--- src/rtl/fifo_drain_scheduler_if.sv ---
// Handshake bundle between the FIFO bank, the drain scheduler and the downstream consumer.
// master = scheduler side, slave = FIFO bank / consumer side.
interface fifo_drain_scheduler_if #(
    parameter int NUM_Q = 4,
    parameter int WIDTH = 8
);
    localparam int QW = (NUM_Q > 1) ? $clog2(NUM_Q) : 1;

    logic                   enable;
    logic [NUM_Q-1:0]       q_valid;
    logic [NUM_Q*WIDTH-1:0] q_data;
    logic [NUM_Q-1:0]       q_ren;
    logic                   out_valid;
    logic [WIDTH-1:0]       out_data;
    logic [QW-1:0]          out_qid;
    logic                   out_ready;

    modport master (
        input  enable, q_valid, q_data, out_ready,
        output q_ren, out_valid, out_data, out_qid
    );

    modport slave (
        output enable, q_valid, q_data, out_ready,
        input  q_ren, out_valid, out_data, out_qid
    );
endinterface

--- src/rtl/fifo_drain_scheduler.sv ---
// Round-robin drain of NUM_Q FWFT FIFOs into one registered valid/ready slot,
// with a per-queue burst limit before the grant rotates.
module fifo_drain_scheduler #(
    parameter int NUM_Q = 4,
    parameter int WIDTH = 8,
    parameter int BURST = 4
) (
    input  logic                   clk,
    input  logic                   rst,
    fifo_drain_scheduler_if.master bus
);
    localparam int QW = (NUM_Q > 1) ? $clog2(NUM_Q) : 1;
    localparam int CW = $clog2(BURST + 1);
    localparam logic [CW-1:0] BURST_C = CW'(BURST);

    logic [QW-1:0]    cur;
    logic [CW-1:0]    burst_cnt;

    logic             load_p0;
    logic             gnt_p0;
    logic             stay_p0;
    logic             found_p0;
    logic [QW-1:0]    cand_p0;
    logic [QW-1:0]    sel_p0;
    logic [WIDTH-1:0] head_p0;
    logic [NUM_Q-1:0] ren_p0;

    logic             vld_p1;
    logic [WIDTH-1:0] data_p1;
    logic [QW-1:0]    qid_p1;

    function automatic logic [CW-1:0] sat_inc(input logic [CW-1:0] c);
        return (c >= BURST_C) ? BURST_C : c + CW'(1);
    endfunction

    // ---- stage p0: grant selection (combinational, pops the FIFO this cycle)
    always_comb begin
        load_p0  = !vld_p1 || bus.out_ready;
        gnt_p0   = load_p0 && bus.enable && (|bus.q_valid) && !rst;
        stay_p0  = bus.q_valid[cur] && (burst_cnt != '0) && (burst_cnt < BURST_C);
        sel_p0   = cur;
        found_p0 = 1'b0;
        cand_p0  = '0;
        if (!stay_p0) begin
            // cur is visited last, so an exhausted burst re-grants it only when alone
            for (int k = 1; k <= NUM_Q; k++) begin
                cand_p0 = QW'((int'(cur) + k) % NUM_Q);
                if (!found_p0 && bus.q_valid[cand_p0]) begin
                    sel_p0   = cand_p0;
                    found_p0 = 1'b1;
                end
            end
        end
        head_p0 = bus.q_data[int'(sel_p0)*WIDTH +: WIDTH];
        ren_p0  = '0;
        if (gnt_p0) ren_p0[sel_p0] = 1'b1;
    end

    // ---- stage p1: output slot and arbitration state
    always_ff @(posedge clk or posedge rst) begin
        if (rst) begin
            vld_p1    <= 1'b0;
            data_p1   <= '0;
            qid_p1    <= '0;
            cur       <= QW'(NUM_Q - 1);
            burst_cnt <= '0;
        end else begin
            if (load_p0) vld_p1 <= gnt_p0;
            if (gnt_p0) begin
                data_p1 <= head_p0;
                qid_p1  <= sel_p0;
                if (stay_p0) begin
                    burst_cnt <= sat_inc(burst_cnt);
                end else begin
                    cur       <= sel_p0;
                    burst_cnt <= CW'(1);
                end
            end
        end
    end

    assign bus.q_ren     = ren_p0;
    assign bus.out_valid = vld_p1;
    assign bus.out_data  = data_p1;
    assign bus.out_qid   = qid_p1;
endmodule

--- src/flat_wrapper.sv ---
// flat-port wrapper written by rule: the top's interface ports become plain ports
module fifo_drain_scheduler_flat 
#(
    parameter int NUM_Q = 4,
    parameter int WIDTH = 8,
    parameter int BURST = 4
)
  (clk, rst, bus_enable, bus_q_valid, bus_q_data, bus_out_ready, bus_q_ren, bus_out_valid, bus_out_data, bus_out_qid);
  fifo_drain_scheduler_if #(.NUM_Q(NUM_Q), .WIDTH(WIDTH)) bus_i ();
  input  logic clk;
  input  logic rst;
  input wire logic [$bits(bus_i.enable)-1:0] bus_enable;
  input wire logic [$bits(bus_i.q_valid)-1:0] bus_q_valid;
  input wire logic [$bits(bus_i.q_data)-1:0] bus_q_data;
  input wire logic [$bits(bus_i.out_ready)-1:0] bus_out_ready;
  output wire logic [$bits(bus_i.q_ren)-1:0] bus_q_ren;
  output wire logic [$bits(bus_i.out_valid)-1:0] bus_out_valid;
  output wire logic [$bits(bus_i.out_data)-1:0] bus_out_data;
  output wire logic [$bits(bus_i.out_qid)-1:0] bus_out_qid;
  assign bus_i.enable = bus_enable;
  assign bus_i.q_valid = bus_q_valid;
  assign bus_i.q_data = bus_q_data;
  assign bus_i.out_ready = bus_out_ready;
  assign bus_q_ren = bus_i.q_ren;
  assign bus_out_valid = bus_i.out_valid;
  assign bus_out_data = bus_i.out_data;
  assign bus_out_qid = bus_i.out_qid;
  fifo_drain_scheduler #(.NUM_Q(NUM_Q), .WIDTH(WIDTH), .BURST(BURST)) u_core (.clk(clk), .rst(rst), .bus(bus_i));
endmodule
--- config.mk ---
export PLATFORM = sky130hd
export DESIGN_NAME = fifo_drain_scheduler_flat
export DESIGN_NICKNAME = d
export VERILOG_FILES = /design/src/rtl/fifo_drain_scheduler_if.sv /design/src/rtl/fifo_drain_scheduler.sv /design/src/flat_wrapper.sv
export SDC_FILE = /design/constraint.sdc
export NUM_CORES = 1
export LEC_CHECK = 0
export BUFFER_PORTS_ARGS = -buffer_cell sky130_fd_sc_hd__buf_2
export CELL_PAD_IN_SITES_DETAIL_PLACEMENT = 1
export CELL_PAD_IN_SITES_GLOBAL_PLACEMENT = 2
export CORE_AREA = 2 2 71 73
export CTS_CLUSTER_DIAMETER = 150
export CTS_CLUSTER_SIZE = 8
export DETAILED_ROUTE_END_ITERATION = 8
export DIE_AREA = 0 0 73 75
export GPL_TIMING_DRIVEN = 1
export PLACE_DENSITY = 0.8
export SYNTH_ARGS = -nofsm -noshare
export SYNTH_HDL_FRONTEND = slang
export SYNTH_SLANG_ARGS = --single-unit
--- constraint.sdc ---
create_clock -name clk -period 3 [get_ports clk]
set_clock_uncertainty 0.15 [all_clocks]
set_input_delay 0.15 -clock clk [delete_from_list [all_inputs] [get_ports clk]]
set_output_delay 0.15 -clock clk [all_outputs]
set_load 0.03 [all_outputs]
=== Yosys cells after proc, flatten, opt, wreduce, memory -nomap -nowiden ===
Cells that the tools add are included.

* Flip-flop bits (word level): 16
* Output and inout bits: 15
* Word-level logic and storage cells: 65

* Add/sub/neg operators: 5
* Order comparisons: 9
* Shift-type cells: 1
* Mux-type cells: 26
* Bitwise operators: 1
* Reductions and logical operators: 18

{| class="wikitable"
|+ Operator list
! cell !! count
|-
| 32-bit by 6-bit variable part select with 8-bit output || 1
|-
| 2-bit by 3-bit < comparator with 1-bit output (second input constant) || 6
|-
| 1-bit two-way mux || 12
|-
| 1-bit binary-select mux with 2-bit select || 5
|-
| 2-bit two-way mux || 5
|-
| 1-bit logical AND || 9
|-
| 3-bit two-way mux || 2
|-
| 1-bit logical NOT || 5
|-
| 2-bit by 1-bit adder with 2-bit output (second input constant) || 2
|-
| 2-bit adder (second input constant) || 2
|-
| 4-bit two-way mux || 1
|-
| 4-bit OR reduction || 1
|-
| 3-bit by 1-bit adder with 3-bit output (second input constant) || 1
|-
| 3-bit greater-or-equal comparator (second input constant) || 1
|-
| 3-bit < comparator (second input constant) || 1
|-
| 3-bit nonzero test || 1
|-
| 1-bit demux with 2-bit select || 1
|-
| 2-bit by 1-bit greater-or-equal comparator with 1-bit output (second input constant) || 1
|-
| 2-bit AND reduction || 1
|-
| 1-bit logical OR || 1
|-
| 1-bit inverter || 1
|}

=== Depth between registers and ports, before layout ===
* Word-level depth: 22
* Gate-level depth with buffers: 9

=== Worst setup path before layout ===
OpenSTA, ideal clock, no wires.

* Path type: reg-to-output
* Start point: register u_core.cur[0]
* End point: output port bus_q_ren[1]
* Data arrival time: 2.304 ns
* Path slack: 0.396 ns
* Cell stages (with the launch flop): 9
* Path buffers: 2
* Cells stage by stage: dfstp_2 > buf_6 > mux4_2 > nand2_4 > o211a_4 > mux2i_2 > buf_6 > inv_2 > nor2_1

* Longest elaborated chain between the ends: 22
* Elaborated cells on any way between the ends: 39

{| class="wikitable"
|+ RTL lines
! what !! line !! source
|-
| from (decl) || fifo_drain_scheduler.sv:16 || <nowiki>logic [QW-1:0] cur;</nowiki>
|-
| from (signal assigned) || fifo_drain_scheduler.sv:65 || <nowiki>cur <= QW'(NUM_Q - 1);</nowiki>
|-
| from (signal assigned) || fifo_drain_scheduler.sv:75 || <nowiki>cur <= sel_p0;</nowiki>
|-
| 2-bit by 1-bit adder with 2-bit output || fifo_drain_scheduler.sv:47 || <nowiki>cand_p0 = QW'((int'(cur) + k) % NUM_Q);</nowiki>
|-
| 1-bit binary-select mux with 2-bit select || fifo_drain_scheduler.sv:48 || <nowiki>if (!found_p0 && bus.q_valid[cand_p0]) begin</nowiki>
|-
| 1-bit two-way mux (implied by the code) || fifo_drain_scheduler.sv:48 ||
|-
| 1-bit two-way mux || fifo_drain_scheduler.sv:48 ||
|-
| 1-bit two-way mux || fifo_drain_scheduler.sv:44 || <nowiki>if (!stay_p0) begin</nowiki>
|-
| 1-bit logical NOT || fifo_drain_scheduler.sv:48 ||
|-
| 1-bit logical AND || fifo_drain_scheduler.sv:48 ||
|-
| 1-bit two-way mux || fifo_drain_scheduler.sv:48 ||
|-
| [... 6 more ...] || n/a ||
|-
| 1-bit logical AND || fifo_drain_scheduler.sv:48 ||
|-
| 2-bit two-way mux || fifo_drain_scheduler.sv:48 ||
|-
| 2-bit two-way mux (*) || fifo_drain_scheduler.sv:44 ||
|-
| 2-bit by 3-bit < comparator with 1-bit output (implied by the code) or 2-bit by 1-bit greater-or-equal comparator with 1-bit output (tied branches) || fifo_drain_scheduler.sv:56 || <nowiki>if (gnt_p0) ren_p0[sel_p0] = 1'b1;</nowiki>
|-
| 1-bit logical AND (implied by the code) || fifo_drain_scheduler.sv:56 ||
|-
| 1-bit two-way mux (implied by the code) || fifo_drain_scheduler.sv:56 ||
|-
| 1-bit demux with 2-bit select (*) || n/a ||
|-
| 4-bit two-way mux (*) || fifo_drain_scheduler.sv:56 ||
|-
| to (decl) || flat_wrapper.sv:16 || <nowiki>output wire logic [$bits(bus_i.q_ren)-1:0] bus_q_ren;</nowiki>
|}

Every way passes the cells marked *; elsewhere a longest branch is shown, timed or not. The select of a mux whose other input is x is not followed.

=== Worst setup path in the final report ===
Ends and elaborated chain as after synthesis.

==> impl_metrics.yaml <==
run_status:
  status: "complete, no violations"
logic_synthesis:
  synth_cell_type_count: 37
  synth_top_family_by_area: "multiplexers"
  ys_warn_count: 0
  synthXorXnorAreaFrac: 0
  synth_top_area_frac: 0.311
  synth_compound_area_frac: 0.185
  synth_edf_count: 0
  ys.flop_type: "dfrtp_1"
  synth-adder-area-share: 0.0222
  async_flop_share: 1.00
  synth_area_sq_um: 1130
  synth_mux_area_frac: 0.193
  synth_largest_area_cell: "dfrtp_1"
  postSynthCellCount: 123
  synth_fp_nets: 165
  ys_ff_latch: 16
  ys_seq_area_frac: 0.357
  synth_area_per_cell_sq_um: 9.17
  synth_area_leaders: "dfrtp_1, mux2i_1, nand2_1"
  synth_simple_gate_area_frac: 0.164
timing:
  clock.fmax_mhz: 352
  hold_viol: 0
  setup_violations: 0
  maxSlewViolCount: 0
  relSlewSlack: 0.737
  fin_crit_ns: 2.84
  hold_slack_ns: 0.0503
  final.setup.tns_ns: 0
  finalCritPeriodShare: 0.946
  worst_pin_slew_ns: 0.393
  grt_setup_unrepaired: "no"
cts:
  clockBufferDepth: 2
  clock_sinks: 16
  root_buffer: "clkbuf_8"
  cts_tree: "yes"
  clk_pin_slew_ns: 0.06
  cts_buffers: 3
  htreeDepth: 1
  clk_latency_ns: 0.24
power_and_ir_drop:
  vdd.ir_drop.worst_uv: 382
  p_switching_mw: 0.688
  pwr-share-comb: 0.610
  switching_share: 0.452
  p_seq_frac: 0.267
  finalPower_mw: 1.52
  p_int_mw: 0.835
  p_leak_nw: 0.778
  powerDensity_nw_per_um2: 1010
  power_frac_clock: 0.123
worst_hold_path:
  hold-path-endpoint: "u_core.bus.out_data[6]"
  hold_path.class: "in2reg"
  hold_depth: 3
  worstHoldStart: "bus_q_data[22]"
worst_setup_path:
  cpPeakStageDelay_ns: 0.62
  timing.rr.start: "u_core.cur[0]"
  worstPathRequired_ns: 2.70
  crit_family: "multiplexers"
  r2r_slack_ns: 0.40
  crit_fanout: 20
  cpMaxStageDelayCell: "dfstp_2"
  startpoint_type: "flop"
  cp_data_arrival_time_ns: 2.54
  path_class: "reg2out"
  rr_endpoint: "u_core.bus.out_data[2]"
  reg2reg_depth: 7
  setup.worst_path.end_class: "primary output"
  cp_cell_sequence: "mux4_2 -> nand2_4 -> o211a_4 -> mux2i_2 -> buf_12 -> inv_2 -> nor2_1 -> buf_2"
  worst-path-buf-inv: 3
routing:
  drtIter0Drc: 93
  drtPass1Iterations: 4
  avgRoutedWirePerCell_microns: 13.4
  vias_per_cell: 4.82
  vias: 1119
  wirelength_microns: 3110
  drtAntennaViolNets: 0
  route.detailed.drc: 0
layout:
  final_common_cell: "buf_2"
  final_nets: 221
  drive_gt1_frac: 0.404
  antennaDiodeCount: 0
  area_growth_pct: 34.4
  fin_cells: 232
  final_design_area_no_fill_sq_um: 1520
  mostFrequentLayoutCells: "buf_2, nand2_1, mux2i_1"
floorplan:
  rows: 25
  die_w_microns: 73
  ios: 55
  start_util: 0.242
  dieArea_sq_um: 5480
  core_region_area_sq_um: 4660
  die_y_microns: 75
placement:
  portBuffers: 54
  dpl_cell_area_sq_um: 1450
  placed_cells: 227
  hpwl_microns: 2450
  place_congestion: 0.738
grt:
  grt_pass1_vias: 1111
  antenna_found_initial: 0
  grt_first_pass_wirelength_microns: 4940
  grt_usage: 0.115
  overflow: 0
  grt_max_degree: 21
flow_run:
  maxCapViolCount: 0
==> through the flow <==
step           setup slack [ns]   util
2_1_floorplan             0.396      -
3_3_place_gp              0.430  0.311
3_5_place_dp              0.384  0.311
4_1_cts                   0.140  0.325
5_1_grt                  0.0329  0.325
6_report                  0.161  0.325
==> Yosys cell counts (all sizes together), types with 2 or more instances <==
library cell / count
a31oi: 2
inv: 8
a32oi: 2
nand2b: 2
dfstp: 2
ha: 2
o22ai: 2
nand2: 21
clkbuf: 3
dfrtp: 14
o221ai: 7
nand3: 2
buf: 5
a21oi: 6
mux2i: 18
o21ai: 6
nor2: 9
==> power groups by stage <==
stage | Sequential, mW | Clock (mW) | Combinational, mW
2_1_floorplan | 0.497 | 0 | 0.644
6_report | 0.406 | 0.187 | 0.930
3_3_place_gp | 0.410 | 0 | 0.924
4_1_cts | 0.407 | 0.197 | 0.939
5_1_grt | 0.424 | 0.204 | 1.01
3_5_place_dp | 0.408 | 0 | 0.939
==> repair_timing <==
action	in CTS	in global routing
hold buffers	1	0
resized for setup	0	0
buffers inserted	0	0
hold endpoints to repair	16	0
==> metal layers <==
| layer | routed length, microns | track usage | vias up |
|---|---|---|---|
| met5 | 0 | 0 | - |
| met1 | 1440 | 0.159 | 526 |
| li1 | - | - | 554 |
| met4 | 13 | 0.0247 | 0 |
| met3 | 185 | 0.0295 | 2 |
| met2 | 1480 | 0.184 | 37 |
==> kinds of logic after synthesis <==
logic type,Yosys count
flops,16
buf+inv,16
mux,20
compound gates,29
fa+ha+maj,2
simple gates,40
==> sequential cells by signal (all words and copies together), names as in the netlist <==
signal,flops
u_core.bus.out_valid,1
u_core.bus.out_qid,2
u_core.burst_cnt,3
u_core.cur,2
u_core.bus.out_data,8
==> worst register-to-register path: cells and delay by family (launching register included) <==
kind                   cells  cell delay (ns)
AOI/OAI and AO/OA          2             0.30
and+or+nand+nor            1             0.13
DFF                        1             0.62
buffers and inverters      1             0.22
muxes                      3             1.05
==> cell type report <==
| class | instances | area, sq um |
|---|---|---|
| repair buffers | 59 | 323 |
| inverters | 8 | 30.0 |
| fillers | 562 | 3150 |
| clock buffers | 4 | 55.1 |
| multi-input cells | 91 | 637 |
| flip-flops and latches | 16 | 403 |
| well taps | 54 | 67.6 |
==> how the worst max path moves through the flow <==
stage	slack, ns	endpoint	cells after the start	start
2_1_floorplan	0.40	bus_q_ren[1]	8	u_core.cur[0]
6_report	0.16	bus_q_ren[1]	8	u_core.cur[0]
3_3_place_gp	0.43	u_core.bus.out_data[7]	7	u_core.cur[0]
4_1_cts	0.14	bus_q_ren[1]	8	u_core.cur[0]
5_1_grt	0.03	bus_q_ren[0]	8	u_core.cur[0]
3_5_place_dp	0.38	u_core.bus.out_data[7]	7	u_core.cur[0]
No activity file was read; power rests on OpenSTA's default activity.
